## src/rtl/uart_fifo_core_if.sv

```systemverilog
// uart_fifo_core_if
//   Host-side bus of the buffered UART: the TX FIFO push port, the RX FIFO pop
//   port with its head-word status, and the occupancy/status flags.
//   master : host bus logic (drives write, tx_data, read)
//   slave  : uart_fifo_core
//   Signals:
//     write, tx_data      push a word into the TX FIFO when txrdy = 1
//     txrdy, tx_busy      TX FIFO not full / transmitter or TX FIFO busy
//     read                pop the RX FIFO head when rxrdy = 1
//     rxrdy, rx_data      RX FIFO not empty / head word (fall-through)
//     parityerr           parity error flag of the head word
//     framingerr          framing error flag of the head word
//     overrun             sticky dropped-frame flag
//     rx_level            RX FIFO occupancy
interface uart_fifo_core_if #(
  parameter int DATA_BITS  = 8,
  parameter int FIFO_DEPTH = 8
);
  logic                          write;
  logic [DATA_BITS-1:0]          tx_data;
  logic                          txrdy;
  logic                          tx_busy;
  logic                          read;
  logic                          rxrdy;
  logic [DATA_BITS-1:0]          rx_data;
  logic                          parityerr;
  logic                          framingerr;
  logic                          overrun;
  logic [$clog2(FIFO_DEPTH):0]   rx_level;

  modport master (
    output write, tx_data, read,
    input  txrdy, tx_busy, rxrdy, rx_data, parityerr, framingerr, overrun, rx_level
  );

  modport slave (
    input  write, tx_data, read,
    output txrdy, tx_busy, rxrdy, rx_data, parityerr, framingerr, overrun, rx_level
  );
endinterface

```

## src/rtl/uart_fifo_core.sv

```systemverilog
// uart_fifo_core
//   Full-duplex UART with a TX FIFO feeding the serialiser and an RX FIFO
//   that stores each received word together with its parity and framing
//   status. Frames: start, DATA_BITS data bits LSB first, optional parity,
//   STOP_BITS stop bits, each bit CLKS_PER_BIT clocks long.
//   Ports:
//     clk   system clock, all logic on the rising edge
//     rst   synchronous active-high reset
//     bus   host bus (uart_fifo_core_if.slave)
//     tx    serial output, idles high
//     rx    asynchronous serial input
module uart_fifo_core #(
  parameter int DATA_BITS    = 8,
  parameter int PARITY       = 0,
  parameter int STOP_BITS    = 1,
  parameter int CLKS_PER_BIT = 16,
  parameter int FIFO_DEPTH   = 8
) (
  input  logic            clk,
  input  logic            rst,
  uart_fifo_core_if.slave bus,
  output logic            tx,
  input  logic            rx
);
  localparam int PTR_W = $clog2(FIFO_DEPTH);
  localparam int CNT_W = PTR_W + 1;
  localparam int TIM_W = $clog2(CLKS_PER_BIT);
  localparam int RXW   = DATA_BITS + 2;
  localparam logic [CNT_W-1:0] DEPTH_C   = CNT_W'(FIFO_DEPTH);
  localparam logic [TIM_W-1:0] TICK_LAST = TIM_W'(CLKS_PER_BIT - 1);
  localparam logic [TIM_W-1:0] TICK_HALF = TIM_W'(CLKS_PER_BIT / 2 - 1);
  localparam logic [3:0]       BIT_LAST  = 4'(DATA_BITS - 1);
  localparam logic [3:0]       STOP_LAST = 4'(STOP_BITS - 1);
  localparam bit HAS_PARITY = (PARITY != 0);
  localparam bit ODD_PARITY = (PARITY == 2);

  typedef enum logic [2:0] {S_IDLE, S_START, S_DATA, S_PAR, S_STOP} state_t;

  // ---------------------------------------------------------------- TX FIFO
  logic [DATA_BITS-1:0] tx_mem [FIFO_DEPTH];
  logic [PTR_W-1:0]     tx_wr_ptr_reg, tx_rd_ptr_reg;
  logic [CNT_W-1:0]     tx_count_reg;
  logic                 tx_full, tx_empty, tx_push, tx_pop;
  logic [DATA_BITS-1:0] tx_head;

  // Fullness comes from the registered count only, so a pop on the same edge
  // never frees room for a write.
  assign tx_full  = (tx_count_reg == DEPTH_C);
  assign tx_empty = (tx_count_reg == '0);
  assign tx_push  = bus.write && !tx_full;
  assign tx_head  = tx_mem[tx_rd_ptr_reg];

  always_ff @(posedge clk) begin
    if (tx_push) tx_mem[tx_wr_ptr_reg] <= bus.tx_data;
  end

  always_ff @(posedge clk) begin
    if (rst) begin
      tx_wr_ptr_reg <= '0;
      tx_rd_ptr_reg <= '0;
      tx_count_reg  <= '0;
    end else begin
      if (tx_push) tx_wr_ptr_reg <= tx_wr_ptr_reg + 1'b1;
      if (tx_pop)  tx_rd_ptr_reg <= tx_rd_ptr_reg + 1'b1;
      tx_count_reg <= tx_count_reg + CNT_W'(tx_push) - CNT_W'(tx_pop);
    end
  end

  // ---------------------------------------------------------------- TX FSM
  state_t               tx_state_reg;
  logic [TIM_W-1:0]     tx_tick_reg;
  logic [3:0]           tx_bit_reg;
  logic [DATA_BITS-1:0] tx_shift_reg;
  logic                 tx_par_reg;
  logic                 tx_reg;
  logic                 tx_bit_done;

  assign tx_bit_done = (tx_tick_reg == TICK_LAST);
  // Pop when idle, or at the very end of the last stop bit so the next start
  // bit follows without an idle cycle.
  assign tx_pop = !tx_empty &&
                  ((tx_state_reg == S_IDLE) ||
                   (tx_state_reg == S_STOP && tx_bit_done && tx_bit_reg == STOP_LAST));

  always_ff @(posedge clk) begin
    if (rst) begin
      tx_state_reg <= S_IDLE;
      tx_tick_reg  <= '0;
      tx_bit_reg   <= '0;
      tx_shift_reg <= '0;
      tx_par_reg   <= 1'b0;
      tx_reg       <= 1'b1;
    end else begin
      case (tx_state_reg)
        S_IDLE: begin
          if (tx_pop) begin
            tx_state_reg <= S_START;
            tx_reg       <= 1'b0;
            tx_tick_reg  <= '0;
            tx_shift_reg <= tx_head;
            tx_par_reg   <= (^tx_head) ^ ODD_PARITY;
          end
        end
        S_START: begin
          if (tx_bit_done) begin
            tx_tick_reg  <= '0;
            tx_bit_reg   <= '0;
            tx_state_reg <= S_DATA;
            tx_reg       <= tx_shift_reg[0];
            tx_shift_reg <= tx_shift_reg >> 1;
          end else tx_tick_reg <= tx_tick_reg + 1'b1;
        end
        S_DATA: begin
          if (tx_bit_done) begin
            tx_tick_reg <= '0;
            if (tx_bit_reg == BIT_LAST) begin
              tx_bit_reg <= '0;
              if (HAS_PARITY) begin
                tx_state_reg <= S_PAR;
                tx_reg       <= tx_par_reg;
              end else begin
                tx_state_reg <= S_STOP;
                tx_reg       <= 1'b1;
              end
            end else begin
              tx_bit_reg   <= tx_bit_reg + 4'd1;
              tx_reg       <= tx_shift_reg[0];
              tx_shift_reg <= tx_shift_reg >> 1;
            end
          end else tx_tick_reg <= tx_tick_reg + 1'b1;
        end
        S_PAR: begin
          if (tx_bit_done) begin
            tx_tick_reg  <= '0;
            tx_bit_reg   <= '0;
            tx_state_reg <= S_STOP;
            tx_reg       <= 1'b1;
          end else tx_tick_reg <= tx_tick_reg + 1'b1;
        end
        S_STOP: begin
          if (tx_bit_done) begin
            tx_tick_reg <= '0;
            if (tx_bit_reg == STOP_LAST) begin
              tx_bit_reg <= '0;
              if (tx_pop) begin
                tx_state_reg <= S_START;
                tx_reg       <= 1'b0;
                tx_shift_reg <= tx_head;
                tx_par_reg   <= (^tx_head) ^ ODD_PARITY;
              end else tx_state_reg <= S_IDLE;
            end else tx_bit_reg <= tx_bit_reg + 4'd1;
          end else tx_tick_reg <= tx_tick_reg + 1'b1;
        end
        default: tx_state_reg <= S_IDLE;
      endcase
    end
  end

  assign tx          = tx_reg;
  assign bus.txrdy   = !tx_full;
  assign bus.tx_busy = (tx_state_reg != S_IDLE) || !tx_empty;

  // ------------------------------------------------------- RX synchroniser
  // Third flop (prev) gives the previous synchronised value for edge detect.
  logic rx_meta_reg, rx_sync_reg, rx_prev_reg;

  always_ff @(posedge clk) begin
    if (rst) begin
      rx_meta_reg <= 1'b1;
      rx_sync_reg <= 1'b1;
      rx_prev_reg <= 1'b1;
    end else begin
      rx_meta_reg <= rx;
      rx_sync_reg <= rx_meta_reg;
      rx_prev_reg <= rx_sync_reg;
    end
  end

  // ---------------------------------------------------------------- RX FSM
  state_t               rx_state_reg;
  logic [TIM_W-1:0]     rx_tick_reg;
  logic [3:0]           rx_bit_reg;
  logic [DATA_BITS-1:0] rx_shift_reg;
  logic                 rx_perr_reg, rx_ferr_reg;
  logic                 rx_push_reg;
  logic [RXW-1:0]       rx_word_reg;

  always_ff @(posedge clk) begin
    if (rst) begin
      rx_state_reg <= S_IDLE;
      rx_tick_reg  <= '0;
      rx_bit_reg   <= '0;
      rx_shift_reg <= '0;
      rx_perr_reg  <= 1'b0;
      rx_ferr_reg  <= 1'b0;
      rx_push_reg  <= 1'b0;
      rx_word_reg  <= '0;
    end else begin
      rx_push_reg <= 1'b0;
      case (rx_state_reg)
        S_IDLE: begin
          if (rx_prev_reg && !rx_sync_reg) begin
            rx_state_reg <= S_START;
            rx_tick_reg  <= '0;
          end
        end
        S_START: begin
          // Mid start bit: still low means a real start, high means a glitch.
          if (rx_tick_reg == TICK_HALF) begin
            rx_tick_reg <= '0;
            rx_bit_reg  <= '0;
            rx_perr_reg <= 1'b0;
            rx_ferr_reg <= 1'b0;
            rx_state_reg <= rx_sync_reg ? S_IDLE : S_DATA;
          end else rx_tick_reg <= rx_tick_reg + 1'b1;
        end
        S_DATA: begin
          if (rx_tick_reg == TICK_LAST) begin
            rx_tick_reg  <= '0;
            rx_shift_reg <= {rx_sync_reg, rx_shift_reg[DATA_BITS-1:1]};
            if (rx_bit_reg == BIT_LAST) begin
              rx_bit_reg   <= '0;
              rx_state_reg <= HAS_PARITY ? S_PAR : S_STOP;
            end else rx_bit_reg <= rx_bit_reg + 4'd1;
          end else rx_tick_reg <= rx_tick_reg + 1'b1;
        end
        S_PAR: begin
          if (rx_tick_reg == TICK_LAST) begin
            rx_tick_reg  <= '0;
            rx_perr_reg  <= rx_sync_reg ^ (^rx_shift_reg) ^ ODD_PARITY;
            rx_state_reg <= S_STOP;
          end else rx_tick_reg <= rx_tick_reg + 1'b1;
        end
        S_STOP: begin
          if (rx_tick_reg == TICK_LAST) begin
            rx_tick_reg <= '0;
            if (rx_bit_reg == STOP_LAST) begin
              rx_bit_reg   <= '0;
              rx_push_reg  <= 1'b1;
              rx_word_reg  <= {rx_ferr_reg | ~rx_sync_reg, rx_perr_reg, rx_shift_reg};
              rx_state_reg <= S_IDLE;
            end else begin
              rx_ferr_reg <= rx_ferr_reg | ~rx_sync_reg;
              rx_bit_reg  <= rx_bit_reg + 4'd1;
            end
          end else rx_tick_reg <= rx_tick_reg + 1'b1;
        end
        default: rx_state_reg <= S_IDLE;
      endcase
    end
  end

  // ---------------------------------------------------------------- RX FIFO
  logic [RXW-1:0]   rx_mem [FIFO_DEPTH];
  logic [PTR_W-1:0] rx_wr_ptr_reg, rx_rd_ptr_reg;
  logic [CNT_W-1:0] rx_count_reg;
  logic             rx_overrun_reg;
  logic             rx_nonempty, rx_pop, rx_push_ok;

  assign rx_nonempty = (rx_count_reg != '0);
  assign rx_pop      = bus.read && rx_nonempty;
  // A simultaneous pop frees a slot for the incoming frame.
  assign rx_push_ok  = rx_push_reg && ((rx_count_reg != DEPTH_C) || rx_pop);

  always_ff @(posedge clk) begin
    if (rx_push_ok) rx_mem[rx_wr_ptr_reg] <= rx_word_reg;
  end

  always_ff @(posedge clk) begin
    if (rst) begin
      rx_wr_ptr_reg  <= '0;
      rx_rd_ptr_reg  <= '0;
      rx_count_reg   <= '0;
      rx_overrun_reg <= 1'b0;
    end else begin
      if (rx_push_ok) rx_wr_ptr_reg <= rx_wr_ptr_reg + 1'b1;
      if (rx_pop)     rx_rd_ptr_reg <= rx_rd_ptr_reg + 1'b1;
      rx_count_reg <= rx_count_reg + CNT_W'(rx_push_ok) - CNT_W'(rx_pop);
      if (rx_push_reg && !rx_push_ok) rx_overrun_reg <= 1'b1;
      else if (bus.read)              rx_overrun_reg <= 1'b0;
    end
  end

  // Head outputs read as zero while empty so stale RAM never shows.
  assign {bus.framingerr, bus.parityerr, bus.rx_data} =
      rx_nonempty ? rx_mem[rx_rd_ptr_reg] : '0;
  assign bus.rxrdy    = rx_nonempty;
  assign bus.overrun  = rx_overrun_reg;
  assign bus.rx_level = rx_count_reg;
endmodule

```

## src/flat_wrapper.sv

```systemverilog
// flat-port wrapper written by rule: the top's interface ports become plain ports
module uart_fifo_core_flat 
#(
  parameter int DATA_BITS    = 8,
  parameter int PARITY       = 0,
  parameter int STOP_BITS    = 1,
  parameter int CLKS_PER_BIT = 16,
  parameter int FIFO_DEPTH   = 8
)
  (clk, rst, tx, rx, bus_write, bus_tx_data, bus_read, bus_txrdy, bus_tx_busy, bus_rxrdy, bus_rx_data, bus_parityerr, bus_framingerr, bus_overrun, bus_rx_level);
  uart_fifo_core_if #(.DATA_BITS(DATA_BITS), .FIFO_DEPTH(FIFO_DEPTH)) bus_i ();
  input  logic clk;
  input  logic rst;
  output logic tx;
  input  logic rx;
  input wire logic [$bits(bus_i.write)-1:0] bus_write;
  input wire logic [$bits(bus_i.tx_data)-1:0] bus_tx_data;
  input wire logic [$bits(bus_i.read)-1:0] bus_read;
  output wire logic [$bits(bus_i.txrdy)-1:0] bus_txrdy;
  output wire logic [$bits(bus_i.tx_busy)-1:0] bus_tx_busy;
  output wire logic [$bits(bus_i.rxrdy)-1:0] bus_rxrdy;
  output wire logic [$bits(bus_i.rx_data)-1:0] bus_rx_data;
  output wire logic [$bits(bus_i.parityerr)-1:0] bus_parityerr;
  output wire logic [$bits(bus_i.framingerr)-1:0] bus_framingerr;
  output wire logic [$bits(bus_i.overrun)-1:0] bus_overrun;
  output wire logic [$bits(bus_i.rx_level)-1:0] bus_rx_level;
  assign bus_i.write = bus_write;
  assign bus_i.tx_data = bus_tx_data;
  assign bus_i.read = bus_read;
  assign bus_txrdy = bus_i.txrdy;
  assign bus_tx_busy = bus_i.tx_busy;
  assign bus_rxrdy = bus_i.rxrdy;
  assign bus_rx_data = bus_i.rx_data;
  assign bus_parityerr = bus_i.parityerr;
  assign bus_framingerr = bus_i.framingerr;
  assign bus_overrun = bus_i.overrun;
  assign bus_rx_level = bus_i.rx_level;
  uart_fifo_core #(.DATA_BITS(DATA_BITS), .PARITY(PARITY), .STOP_BITS(STOP_BITS), .CLKS_PER_BIT(CLKS_PER_BIT), .FIFO_DEPTH(FIFO_DEPTH)) u_core (.clk(clk), .rst(rst), .bus(bus_i), .tx(tx), .rx(rx));
endmodule
```

## config.mk

```make
export PLATFORM = sky130hd
export DESIGN_NAME = uart_fifo_core_flat
export DESIGN_NICKNAME = d
export VERILOG_FILES = /design/src/rtl/uart_fifo_core_if.sv /design/src/rtl/uart_fifo_core.sv /design/src/flat_wrapper.sv
export SDC_FILE = /design/constraint.sdc
export NUM_CORES = 1
export LEC_CHECK = 0
export ABC_AREA = 1
export BUFFER_PORTS_ARGS = -buffer_cell sky130_fd_sc_hd__buf_2
export CORE_UTILIZATION = 55
export DETAILED_ROUTE_END_ITERATION = 7
export PLACE_DENSITY = 0.72
export SLEW_MARGIN = 20
export SYNTH_ARGS = -nofsm -noshare
export SYNTH_HDL_FRONTEND = slang
export SYNTH_SLANG_ARGS = --single-unit
export TNS_END_PERCENT = 30
```

## constraint.sdc

```tcl
create_clock -name clk -period 5.2 [get_ports clk]
set_clock_uncertainty 0.2 [all_clocks]
set_input_delay 0.78 -clock clk [delete_from_list [all_inputs] [get_ports clk]]
set_output_delay 0.78 -clock clk [all_outputs]
set_load 0.005 [all_outputs]
```

==> impl_metrics.env, run 1 <==
export IMPL_outcome="finished, final reports clean"
export IMPL_viasPerCell=5.398
export IMPL_grt_pass1_vias=6370
export IMPL_numCtsBuffers=24
export IMPL_setup_viol=0
export IMPL_dr_total_vias=6963
export IMPL_core_sq_um=17300
export IMPL_synth_edff_count=144
export IMPL_crit_path_top_delay_cell="buf_4"
export IMPL_synth_seq_cells=226
export IMPL_rrSetupSlack_ns=2.22
export IMPL_ys_seq_area_frac=0.6142
export IMPL_die_y_um=134.9
export IMPL_drive_gt1_frac=0.09484
export IMPL_path_max_fanout=41
export IMPL_crit_path_end_kind="output port"
export IMPL_gp_congestion=0.8536
export IMPL_synthesis_nets=1061
export IMPL_floorplan_initialDensity=0.5616
export IMPL_die_area_sq_um=18200
export IMPL_cts_tree="done"
export IMPL_clkLatencyLatePin_ns=0.52
export IMPL_drc_errors=0
export IMPL_cts_root_buf="clkbuf_16"
export IMPL_fmax_mhz=301.5
export IMPL_syn_to_final_growth_pct=11.50
export IMPL_final_common_cell="nor2_1"
export IMPL_grt_usage=0.2239
export IMPL_antenna_left=0
export IMPL_layout_cells_most_common_list="209 x nor2_1, 156 x nand2_1, 144 x edfxtp_1, 104 x o21ai_0, 88 x inv_1"
export IMPL_cp_buffers_inverters=3
export IMPL_chipWidth_um=134.9
export IMPL_critPathArrivalTime_ns=2.34
export IMPL_avgSynthCellArea_sq_um=9.485
export IMPL_fin_area_sq_um=10830
export IMPL_dr_pass1_iters=5
export IMPL_worst_path_stages=7
export IMPL_holdBufCountCts=0
export IMPL_grt_pass1_wl_um=31730
export IMPL_antenna_found_initial=0
export IMPL_rr_endpoint="u_core.rx_mem[0][4]"
export IMPL_cap_violations=0
export IMPL_crit_required_ns=4.22
export IMPL_period_share=0.6377
export IMPL_place_area_sq_um=10020
export IMPL_rsz0062_at_grt="false"
export IMPL_async_reset_ff_frac=0
export IMPL_crit_family="buffers and inverters"
export IMPL_period_needed_ns=3.316
export IMPL_criticalPathCategory="reg2out"
export IMPL_yosysUniqueCellTypes=36
export IMPL_max_slew_margin_rel=0.2959
export IMPL_syn_inst=1024
export IMPL_dp_hpwl_um=12780
export IMPL_critical_path_endpoint="bus_rx_data[2]"
export IMPL_leakagePower_uw=0.004202
export IMPL_start_kind="flop"
export IMPL_worst_r2r_path_depth=9
export IMPL_cts_resized=0
export IMPL_hold_viol=0
export IMPL_post_cts_setup_buffers=0
export IMPL_wirelength_um=20180
export IMPL_utilization=0.6262
export IMPL_max_vdd_ir_drop_uv=369.1
export IMPL_wire_per_inst_um=15.64
export IMPL_insertedDiodeCount=0
export IMPL_tightestPinTransition_ns=1.050
export IMPL_power_density_nw_per_um2=500.2
export IMPL_grt_start_max_net_pins=42
export IMPL_cts_sinks=226
export IMPL_synth_top_flop_cell="edfxtp_1"
export IMPL_cts_buffer_depth=3
export IMPL_hold_path_class="reg2reg"
export IMPL_grt_ovfl_total=0
export IMPL_clk_pin_slew_ns=0.06
export IMPL_htreeDepth=1
export IMPL_cpMostUsedCell="o21ai_0"
export IMPL_fin_nets=1085
export IMPL_ios=32
export IMPL_reg2reg_from="u_core.bus.rx_level[2]"
export IMPL_io_buffers=31
export IMPL_netlist_area_sq_um=9713
export IMPL_drt_initial_drc_count=493
export IMPL_num_rows=48
export IMPL_max_stage_delay_ns=0.36
export IMPL_path_cells="buf_4 -> inv_2 -> o21ai_0 -> o21ai_0 -> o21ai_0 -> a31oi_1 -> buf_2"
export IMPL_fin_setup_tns_ns=0
export IMPL_largest_reg_flops=80
export IMPL_drv_slew=0
export IMPL_yosysWarnings=0
==> through the flow <==
| step | hold slack (ns) | power, uW | setup WS (ns) | cells |
|---|---|---|---|---|
| finish | 0.2106 | 5417 | 1.884 | 1290 |
| global placement | 0.1920 | 3671 | 2.316 | 1247 |
| detailed placement | 0.1942 | 3710 | 2.202 | 1247 |
| floorplan | 0.1895 | 3314 | 2.831 | 1024 |
| global route | 0.2173 | 5741 | 1.710 | 1290 |
| CTS | 0.2137 | 5444 | 1.875 | 1290 |
==> layout make-up <==
class | count | area [sq um]
fill | 1389 | 6466
inverter | 97 | 364.1
clock buffer | 33 | 644.4
sequential | 226 | 5966
timing repair buffer | 34 | 177.7
tap | 225 | 281.5
multi-input combinational | 665 | 3236
clock inverter | 10 | 161.4
==> metal layers <==
metal / wire, um / share of wire / GRT usage
met1: 8655 / 0.43 / 0.2918
met2: 10030 / 0.50 / 0.3906
met3: 1056 / 0.052 / 0.02778
met4: 435 / 0.022 / 0.06866
met5: 0 / 0 / 0
==> Yosys cell counts, types with 12 or more instances <==
master,instances,share of area
edfxtp_1,144,0.45
a31oi_1,12,0.0077
a21oi_1,48,0.025
inv_1,89,0.034
o21ai_0,104,0.054
nor2_1,209,0.081
nand3_1,48,0.025
a211oi_1,12,0.0093
clkbuf_1,23,0.0089
ha_1,22,0.028
nand2_1,156,0.060
dfxtp_1,82,0.17
==> logic make-up (layout without fill, tap and decap cells) <==
group           count (synthesis)  after routing  synth area share
xor+xnor                        7              7          0.006312
simple gates                  446            446            0.1910
flops                         226            226            0.6142
buf+inv                       133            174           0.05320
compound gates                188            188            0.1028
fa+ha+maj                      24             24           0.03246
==> how the worst min path moves through the flow <==
stage / start / end / slack [ns] / cells after the start
2_1_floorplan: u_core.rx_meta_reg / u_core.rx_sync_reg / 0.19 / 1
3_5_place_dp: u_core.rx_meta_reg / u_core.rx_sync_reg / 0.19 / 1
4_1_cts: u_core.rx_meta_reg / u_core.rx_sync_reg / 0.21 / 1
5_1_grt: u_core.rx_meta_reg / u_core.rx_sync_reg / 0.22 / 1
6_report: u_core.rx_meta_reg / u_core.rx_sync_reg / 0.21 / 1
3_3_place_gp: u_core.rx_meta_reg / u_core.rx_sync_reg / 0.19 / 1
==> report_power, final <==
group | leakage (uW) | switching (uW) | internal, uW
sequential | 0.00199 | 98.1 | 2030
clock | 0.000389 | 671 | 1070
combinational | 0.00182 | 1010 | 534
total | 0.00420 | 1780 | 3640
==> worst register-to-register path: stages, from the launching register on <==
cell     delay, ns
dfxtp_1       0.33
inv_1         0.07
ha_1          0.21
nand2_1       0.36
nand2_1       0.18
nand3_1       0.10
nand2_1       0.11
inv_1         0.12
nand2_1       0.15
nor2_1        0.79
(Power assumes the default switching activity.)
==> inputs of run 2 (changes only) <==
--- a/config.mk
+++ b/config.mk
@@ -5,7 +5,7 @@
 export SDC_FILE = /design/constraint.sdc
 export NUM_CORES = 1
 export LEC_CHECK = 0
-export ABC_AREA = 1
+export ABC_AREA = 0
 export BUFFER_PORTS_ARGS = -buffer_cell sky130_fd_sc_hd__buf_2
 export CORE_UTILIZATION = 55
 export DETAILED_ROUTE_END_ITERATION = 7
==> constraint.sdc (replaced) <==
create_clock -name clk -period 3.41 [get_ports clk]
set_clock_uncertainty 0.2 [all_clocks]
set_input_delay 0.5115 -clock clk [delete_from_list [all_inputs] [get_ports clk]]
set_output_delay 0.5115 -clock clk [all_outputs]
set_load 0.005 [all_outputs]
==> run 2 against run 1 <==
Sequential share of layout area up 0.59 points; largest cell class unchanged; critical endpoint is now u_core.tx_count_reg[3]; design area down 1.1%; total power up 39%.
==> impl_metrics.env, run 2 <==
export IMPL_antenna_left=0
export IMPL_hold_path_class="in2reg"
export IMPL_synth_top_flop_cell="edfxtp_1"
export IMPL_post_cts_setup_buffers=0
export IMPL_viasPerCell=5.707
export IMPL_chipWidth_um=133.7
export IMPL_yosysWarnings=0
export IMPL_setup_viol=0
export IMPL_grt_pass1_wl_um=29080
export IMPL_htreeDepth=1
export IMPL_cts_root_buf="clkbuf_16"
export IMPL_fill_cells=1260
export IMPL_dp_hpwl_um=11510
export IMPL_start_kind="flop"
export IMPL_seqCellArea_sq_um=5966
export IMPL_syn_to_final_growth_pct=12.40
export IMPL_clkLatencyLatePin_ns=0.50
export IMPL_gp_congestion=0.7823
export IMPL_drive_gt1_frac=0.1616
export IMPL_die_area_sq_um=17860
export IMPL_wire_per_inst_um=17.10
export IMPL_antenna_found_initial=0
export IMPL_syn_inst=731
export IMPL_dr_total_vias=5741
export IMPL_clk_pin_slew_ns=0.06
export IMPL_max_vdd_ir_drop_uv=490.0
export IMPL_grt_start_max_net_pins=47
export IMPL_period_needed_ns=2.962
export IMPL_outcome="finished, final reports clean"
export IMPL_largest_reg_flops=80
export IMPL_cts_sinks=226
export IMPL_drc_errors=0
export IMPL_floorplan_initialDensity=0.5688
export IMPL_async_reset_ff_frac=0
export IMPL_die_y_um=133.7
export IMPL_fin_nets=806
export IMPL_cts_resized=0
export IMPL_avgSynthCellArea_sq_um=13.04
export IMPL_max_slew_margin_rel=0.4223
export IMPL_yosysMostFrequentCell="edfxtp_1"
export IMPL_drv_slew=0
export IMPL_crit_path_end_kind="flop"
export IMPL_synth_top_area_share=0.4536
export IMPL_rsz0062_at_grt="false"
export IMPL_synth_seq_cells=226
export IMPL_wirelength_um=17200
export IMPL_criticalPathCategory="reg2reg"
export IMPL_drt_initial_drc_count=312
export IMPL_synth_top_area_cell="edfxtp_1"
export IMPL_fin_hold_ws_ns=0.08407
export IMPL_crit_required_ns=3.56
export IMPL_yosys_top_cells_area="edfxtp_1 45%, dfxtp_1 17%, mux4_2 5.0%, mux2i_1 3.3%, nor2_1 3.2%"
export IMPL_period_share=0.8687
export IMPL_fin_setup_tns_ns=0
export IMPL_grt_pass1_vias=5991
export IMPL_critPathArrivalTime_ns=3.12
export IMPL_core_sq_um=16760
export IMPL_layout_cells_most_common_list="144 x edfxtp_1, 82 x dfxtp_1, 80 x nor2_1, 44 x nand2_1, 34 x a21oi_1"
export IMPL_insertedDiodeCount=0
export IMPL_fmax_mhz=337.6
export IMPL_leakagePower_uw=0.003796
export IMPL_cts_buffer_depth=3
export IMPL_power_density_nw_per_um2=700.3
export IMPL_synthesis_nets=768
export IMPL_synth_edff_count=144
export IMPL_grt_ovfl_total=0
export IMPL_io_buffers=31
export IMPL_ys_top_cells_by_count="144 x edfxtp_1, 82 x dfxtp_1, 80 x nor2_1"
export IMPL_ios=32
export IMPL_hold_viol=0
export IMPL_numCtsBuffers=23
export IMPL_holdBufCountCts=1
export IMPL_multi_input_area_sq_um=3326
export IMPL_num_rows=47
export IMPL_yosysUniqueCellTypes=59
export IMPL_grt_usage=0.2034
export IMPL_path_max_fanout=5
export IMPL_tightestPinTransition_ns=0.8666
export IMPL_ys_seq_area_frac=0.6258
export IMPL_dr_pass1_iters=4
export IMPL_cap_violations=0
export IMPL_netlist_area_sq_um=9533
export IMPL_cts_tree="done"
export IMPL_final_common_cell="edfxtp_1"
## run 2: cell types whose count changed in the layout (fill, tap and decap cells not counted), moves of 21 or more
cell / delta
nor2_1: -129
nand2_1: -112
o21ai_0: -91
inv_1: -62
mux2i_1: +31
nand3_1: -31
a2111oi_0: +21
mux4_2: +21
## run 2: final timing paths
check	startpoint	cells after the start	endpoint	slack, ns
setup / recovery	u_core.tx_bit_reg[0]	13	u_core.tx_count_reg[3]	0.45
setup reg to reg	u_core.tx_bit_reg[0]	13	u_core.tx_count_reg[3]	0.45
hold / removal	bus_tx_data[7]	1	u_core.tx_mem[2][7]	0.08
hold reg to reg	u_core.rx_meta_reg	1	u_core.rx_sync_reg	0.21
## run 2: kinds of logic (layout without fill, tap and decap cells)
family / count (synthesis) / after routing / synth area share
flops: 226 / 226 / 0.6258
compound gates: 116 / 116 / 0.08492
buf+inv: 59 / 114 / 0.02533
simple gates: 214 / 214 / 0.1078
mux: 68 / 68 / 0.1011
xor+xnor: 24 / 24 / 0.02205
fa+ha+maj: 24 / 24 / 0.03307
## run 2: layout make-up
class / count / area share
Tap cell: 220 / 0.02569
Multi-Input combinational cell: 446 / 0.3104
Inverter: 26 / 0.009108
Timing Repair Buffer: 46 / 0.02639
Sequential cell: 226 / 0.5567
Clock inverter: 7 / 0.008174
Clock buffer: 35 / 0.06352
## run 2: stage by stage
| stage | utilization | power, uW | area [sq um] | instances | worst slack (ns) |
|---|---|---|---|---|---|
| floorplan | - | 4597 | 9533 | 731 | 0.7562 |
| global placement | 0.5929 | 4973 | 9937 | 963 | 0.6308 |
| detailed placement | 0.5929 | 5084 | 9937 | 963 | 0.4633 |
| CTS | 0.6393 | 7584 | 10720 | 1006 | 0.4575 |
| global route | 0.6393 | 7916 | 10720 | 1006 | 0.1931 |
| finish | 0.6393 | 7504 | 10720 | 1006 | 0.4477 |
## run 2: metal layers
| layer | vias up | GRT usage | part of all wire |
|---|---|---|---|
| met2 | 104 | 0.3669 | 0.51 |
| met4 | 0 | 0.06944 | 0.025 |
| met5 | - | 0 | 0 |
| li1 | 2799 | - | - |
| met1 | 2803 | 0.2479 | 0.44 |
| met3 | 35 | 0.03158 | 0.033 |
## run 2: report_power, final
part / switching (uW) / total, uW / internal, uW / leakage, uW
Clock: 965 / 2490 / 1530 / 0.000380
Sequential: 136 / 3220 / 3090 / 0.00199
Combinational: 967 / 1790 / 823 / 0.00143
## run 2: worst max-delay path, stage by stage (launching register included)
cell	delay [ns]
dfxtp_1	0.33
inv_1	0.10
ha_1	0.17
or3b_1	0.38
o21ai_0	0.28
nand2_1	0.22
inv_1	0.10
ha_1	0.15
inv_1	0.07
ha_1	0.28
a21o_1	0.19
a21oi_1	0.17
xnor2_1	0.14
nor2_1	0.05
